**config.mk**
```make
export PLATFORM = sky130hd
export DESIGN_NAME = button_counter_4bit
export DESIGN_NICKNAME = d
export VERILOG_FILES = /design/src/rtl/button_counter_4bit.sv
export SDC_FILE = /design/constraint.sdc
export NUM_CORES = 1
export LEC_CHECK = 0
export BUFFER_PORTS_ARGS = -buffer_cell sky130_fd_sc_hd__buf_2
export CELL_PAD_IN_SITES_DETAIL_PLACEMENT = 1
export CELL_PAD_IN_SITES_GLOBAL_PLACEMENT = 1
export CORE_ASPECT_RATIO = 0.7
export CORE_MARGIN = 2
export CORE_UTILIZATION = 46
export CTS_BUF_LIST = sky130_fd_sc_hd__clkbuf_2
export DETAILED_ROUTE_END_ITERATION = 8
export HOLD_SLACK_MARGIN = 0.1
export PLACE_DENSITY = 0.81
export SYNTH_ARGS = -nofsm -noshare
export SYNTH_HDL_FRONTEND = slang
export SYNTH_SLANG_ARGS = --single-unit
```
**constraint.sdc**
```tcl
create_clock -name sys_clk -period 2.3 [get_ports sys_clk]
set_clock_uncertainty 0.05 [all_clocks]
set_input_delay 0.23 -clock sys_clk [delete_from_list [all_inputs] [get_ports sys_clk]]
set_output_delay 0.23 -clock sys_clk [all_outputs]
set_load 0.1 [all_outputs]
```
**src/rtl/button_counter_4bit.sv**
```systemverilog
`default_nettype none
// ============================================================================
//  Module   : button_counter_4bit
//  Purpose  : Debounces a start/stop and a clear pushbutton and runs a
//             prescaled single-digit up/down counter (IDLE / RUN / PAUSE)
//             that feeds the 4-bit digit input of the seven-segment driver.
//  Ports    : sys_clk   - system clock
//             reset     - asynchronous, active-high reset
//             btn_start - raw start/stop button (async, active-high)
//             btn_clear - raw clear button (async, active-high)
//             dir_up    - direction switch, 1 = up, 0 = down (async)
//             Count_Out - registered count value, 0..MAX_VALUE
//             Carry_Out - one-cycle pulse on wrap in either direction
//             Run_Led   - high exactly while the FSM is in RUN
//  Revision : 1.0 - initial release
// ============================================================================
module button_counter_4bit #(
    parameter int DEBOUNCE_CYCLES = 1000000,
    parameter int TICK_CYCLES     = 100000000,
    parameter int MAX_VALUE       = 15
) (
    input  logic       sys_clk,
    input  logic       reset,
    input  logic       btn_start,
    input  logic       btn_clear,
    input  logic       dir_up,
    output logic [3:0] Count_Out,
    output logic       Carry_Out,
    output logic       Run_Led
);

    localparam int              c_DW       = (DEBOUNCE_CYCLES > 1) ? $clog2(DEBOUNCE_CYCLES) : 1;
    localparam int              c_PW       = $clog2(TICK_CYCLES);
    localparam logic [c_DW-1:0] c_DEB_LAST = c_DW'(DEBOUNCE_CYCLES - 1);
    localparam logic [c_PW-1:0] c_TICK_LAST = c_PW'(TICK_CYCLES - 1);
    localparam logic [3:0]      c_MAX      = 4'(MAX_VALUE);

    typedef enum logic [1:0] {
        S_IDLE  = 2'd0,
        S_RUN   = 2'd1,
        S_PAUSE = 2'd2
    } state_t;

    // ------------------------------------------------------------------
    // Button synchronizers, debouncers and press detectors.
    // Index 0 = start, index 1 = clear.
    // ------------------------------------------------------------------
    logic [1:0] w_btn_raw;
    logic [1:0] w_press;

    assign w_btn_raw = {btn_clear, btn_start};

    for (genvar gi = 0; gi < 2; gi++) begin : g_debounce
        logic            r_s1;
        logic            r_s2;
        logic            r_level;
        logic            r_press;
        logic [c_DW-1:0] r_cnt;

        always_ff @(posedge sys_clk or posedge reset) begin
            if (reset) begin
                r_s1    <= 1'b0;
                r_s2    <= 1'b0;
                r_level <= 1'b0;
                r_press <= 1'b0;
                r_cnt   <= '0;
            end else begin
                r_s1    <= w_btn_raw[gi];
                r_s2    <= r_s1;
                r_press <= 1'b0;
                if (r_s2 == r_level) begin
                    r_cnt <= '0;
                end else if (r_cnt == c_DEB_LAST) begin
                    // Accept the new level; the press pulse is issued in the
                    // same edge so it lines up with the level change itself.
                    r_level <= r_s2;
                    r_press <= r_s2;
                    r_cnt   <= '0;
                end else begin
                    r_cnt <= r_cnt + c_DW'(1);
                end
            end
        end

        assign w_press[gi] = r_press;
    end

    logic w_start_p;
    logic w_clear_p;

    assign w_start_p = w_press[0];
    assign w_clear_p = w_press[1];

    // Direction switch only needs synchronizing; it is sampled on ticks.
    logic r_dir_s1;
    logic r_dir_s2;

    always_ff @(posedge sys_clk or posedge reset) begin
        if (reset) begin
            r_dir_s1 <= 1'b0;
            r_dir_s2 <= 1'b0;
        end else begin
            r_dir_s1 <= dir_up;
            r_dir_s2 <= r_dir_s1;
        end
    end

    // ------------------------------------------------------------------
    // Control FSM and counter datapath
    // ------------------------------------------------------------------
    state_t          r_state;
    state_t          w_state_next;
    logic [c_PW-1:0] r_presc;
    logic [c_PW-1:0] w_presc_next;
    logic [3:0]      r_count;
    logic [3:0]      w_count_next;
    logic            r_carry;
    logic            w_carry_next;
    logic            r_run_led;
    logic            w_tick;

    assign w_tick = (r_state == S_RUN) && (r_presc == c_TICK_LAST);

    always_comb begin
        w_state_next = r_state;
        w_presc_next = r_presc;
        w_count_next = r_count;
        w_carry_next = 1'b0;

        case (r_state)
            S_IDLE: begin
                w_presc_next = '0;
                w_count_next = 4'd0;
                if (w_start_p) begin
                    w_state_next = S_RUN;
                end
            end
            S_RUN: begin
                if (w_tick) begin
                    w_presc_next = '0;
                    if (r_dir_s2) begin
                        if (r_count == c_MAX) begin
                            w_count_next = 4'd0;
                            w_carry_next = 1'b1;
                        end else begin
                            w_count_next = r_count + 4'd1;
                        end
                    end else begin
                        if (r_count == 4'd0) begin
                            w_count_next = c_MAX;
                            w_carry_next = 1'b1;
                        end else begin
                            w_count_next = r_count - 4'd1;
                        end
                    end
                end else begin
                    w_presc_next = r_presc + c_PW'(1);
                end
                if (w_start_p) begin
                    w_state_next = S_PAUSE;
                end
            end
            S_PAUSE: begin
                // Prescaler and count hold, so a resume continues mid-period.
                if (w_start_p) begin
                    w_state_next = S_RUN;
                end
            end
            default: begin
                w_state_next = S_IDLE;
                w_presc_next = '0;
                w_count_next = 4'd0;
            end
        endcase

        // Clear overrides everything, including a simultaneous start press.
        if (w_clear_p) begin
            w_state_next = S_IDLE;
            w_presc_next = '0;
            w_count_next = 4'd0;
            w_carry_next = 1'b0;
        end
    end

    always_ff @(posedge sys_clk or posedge reset) begin
        if (reset) begin
            r_state   <= S_IDLE;
            r_presc   <= '0;
            r_count   <= 4'd0;
            r_carry   <= 1'b0;
            r_run_led <= 1'b0;
        end else begin
            r_state   <= w_state_next;
            r_presc   <= w_presc_next;
            r_count   <= w_count_next;
            r_carry   <= w_carry_next;
            // Registered from the next state so the LED tracks RUN exactly.
            r_run_led <= (w_state_next == S_RUN);
        end
    end

    assign Count_Out = r_count;
    assign Carry_Out = r_carry;
    assign Run_Led   = r_run_led;

endmodule
`default_nettype wire

```
==> impl_metrics.env <==
export IMPL_worst_pin_slew_ns=0.614
export IMPL_final_hold_violation_count=0
export IMPL_path_delay_family="simple AND/OR/NAND/NOR gates"
export IMPL_status="complete, no violations"
export IMPL_worstPathArrival_ns=2.60
export IMPL_synth_top_cells_by_area="dfrtp_1 (53%), nor2_1 (7.9%), xnor2_1 (7.8%)"
export IMPL_cp_slowest_cell="or4b_1"
export IMPL_fillers=978
export IMPL_syn_nets=414
export IMPL_drtAntennaViolNets=0
export IMPL_place_ws_ns=0.0940
export IMPL_avgSynthCellArea_um2=10.0
export IMPL_drv_slew=0
export IMPL_grt_max_degree=45
export IMPL_finalCritPeriodShare=0.944
export IMPL_drt_initial_drc_count=162
export IMPL_dieHeight_um=82.5
export IMPL_postLayoutCellArea_mm2=0.00449
export IMPL_rows=28
export IMPL_setup_ws_ns=0.129
export IMPL_syn2layout_area_growth_pct=10.8
export IMPL_clkTransAtPathRegs_ns=0.23
export IMPL_drive_gt1_frac=0.114
export IMPL_die_area_mm2=0.00958
export IMPL_synth_top_area_cell="dfrtp_1"
export IMPL_fin_crit_ns=2.17
export IMPL_via_per_inst=5.28
export IMPL_vias=2944
export IMPL_yosysWarnings=0
export IMPL_wl_mm=8.51
export IMPL_post_dp_hpwl_mm=6.21
export IMPL_antenna_cells=0
export IMPL_synth_top_area_frac=0.526
export IMPL_layout_cells_non_filler=558
export IMPL_synthCells=404
export IMPL_ios=11
export IMPL_drc_errors=0
export IMPL_vdd_drop_max_mv=0.358
export IMPL_path_class="register to register"
export IMPL_ys_seq_area_frac=0.526
export IMPL_maxCapViolations=0
export IMPL_setup_viol=0
export IMPL_utilization=0.527
export IMPL_cts_buffers=9
export IMPL_worstSetupEndpointType="register"
export IMPL_antenna_found_initial=0
export IMPL_p_per_area_mw_per_mm2=501
export IMPL_grt_pass1_wl_mm=15.2
export IMPL_htreeDepth=3
export IMPL_path_buf_inv=0
export IMPL_dp_cells=534
export IMPL_worst_endpoint_required_ns=2.73
export IMPL_drt_pass1_iterations=4
export IMPL_ys_seq_elements=85
export IMPL_gp_congestion=0.780
export IMPL_maxSlewHeadroom=0.589
export IMPL_start_util=0.475
export IMPL_clockRootBuffer="clkbuf_2"
export IMPL_finish_net_count=443
export IMPL_synth_edf_count=0
export IMPL_synthTopCellsByCount="dfrtp_1 (85), nor2_1 (85), xnor2_1 (36)"
export IMPL_io_buffers=10
export IMPL_wl_per_cell_um=15.2
export IMPL_clock_latency_ns=0.55
export IMPL_crit_path_start_kind="register"
export IMPL_synth_async_reset_ratio=1.00
export IMPL_cts_sinks=85
export IMPL_max_freq_ghz=0.461
export IMPL_cts_tree="done"
export IMPL_first_global_vias=3148
export IMPL_syn_area_mm2=0.00405
export IMPL_hold_path_class="input pin to async pin"
export IMPL_coreArea_mm2=0.00851
export IMPL_ys_types=46
export IMPL_grt_ovfl_total=0
export IMPL_cpPeakStageDelay_ns=0.52
export IMPL_worstPathMaxFanout=4
export IMPL_critical_path_cell_chain="or4b_1, nor4_2, nand4_2, or4_1, nand3_1"
export IMPL_cts_buffer_depth=2
export IMPL_synth_ff_type="dfrtp_1"
export IMPL_hold_worst_slack_ns=0.185
export IMPL_grt_use_total=0.207
export IMPL_p_leak_nw=1.92
export IMPL_postPlaceCellArea_mm2=0.00432
export IMPL_die_x_um=116
area by class of cell:
class | instances | area [um^2] | share of cell area
tap | 120 | 150 | 0.0335
sequential | 85 | 2130 | 0.474
inverter | 11 | 45.0 | 0.0100
multi-input combinational | 298 | 1840 | 0.410
timing repair buffer | 28 | 236 | 0.0527
clock buffer | 10 | 50.0 | 0.0112
clock inverter | 6 | 40.0 | 0.00892
report_power, final:
part | internal [mW] | leakage (nW) | switching [mW]
logic | 0.0255 | 0.684 | 0.0523
registers | 1.51 | 1.17 | 0.0121
clock network | 0.146 | 0.0633 | 0.500
total | 1.68 | 1.92 | 0.565
registers in the layout, summed over array words and instances (netlist names):
register / count
r_dir_s1: 1
r_dir_s2: 1
g_debounce.r_s2: 2
g_debounce.r_cnt: 40
Carry_Out: 1
Count_Out: 4
r_presc: 27
Run_Led: 1
g_debounce.r_level: 2
g_debounce.r_s1: 2
r_state: 2
g_debounce.r_press: 2
stage by stage:
step	total power, mW	TNS, ns
after floorplan	1.59	0
after global placement	1.62	0
after detailed placement	1.63	0
after CTS	2.29	0
after global routing	2.36	-0.0598
final	2.25	0
placed cells by master, fill, tap and decap left out, types with 3 or more instances in the layout:
master,count
nor3_1,10
inv_1,10
xnor2_1,36
clkinv_4,3
mux2_2,3
buf_4,10
xor2_1,28
buf_12,3
buf_2,10
and3_1,11
nor4_1,8
dlygate4sd3_1,4
nand2_1,29
nand3_1,20
and4_1,6
nor2_1,85
nand4_1,17
clkbuf_2,10
ha_1,5
dfrtp_1,85
layer usage:
metal	up-vias	part of all wire	global-route usage
li1	1436	-	-
met1	1465	0.49	0.272
met2	35	0.47	0.345
met3	8	0.030	0.0547
met4	0	0.0071	0.0571
met5	-	0	0
timing repair:
action	in CTS	in global routing
setup endpoints to repair	0	10
gates resized for setup	0	2
hold buffers	4	0
endpoints found under the hold margin	88	0
setup buffers	0	4
final timing paths:
kind                        startpoint           end  slack [ns]  cells after the start
max                        r_presc[11]  Count_Out[2]        0.13                      5
min                              reset    r_state[0]        0.19                      3
max reg2reg                r_presc[11]  Count_Out[2]        0.13                      5
min reg2reg                   r_dir_s1      r_dir_s2        0.33                      0
max in group asynchronous        reset   r_presc[13]        1.33                      4
min in group sys_clk            dir_up      r_dir_s1        0.27                      2
logic make-up (layout without fill, tap and decap cells):
family | Yosys count | after routing | share of synthesized area
buf+inv | 21 | 55 | 0.0216
flops | 85 | 85 | 0.526
mux | 4 | 4 | 0.0108
simple gates | 209 | 209 | 0.257
fa+ha+maj | 5 | 5 | 0.0155
xor+xnor | 64 | 64 | 0.138
compound gates | 16 | 16 | 0.0312
worst register-to-register path: stages (launching register included):
cell and delay (ns):
dfrtp_1 0.44, or4b_1 0.52, nor4_2 0.29, nand4_2 0.21, or4_1 0.51, nand3_1 0.10
(Power assumes the default switching activity.)
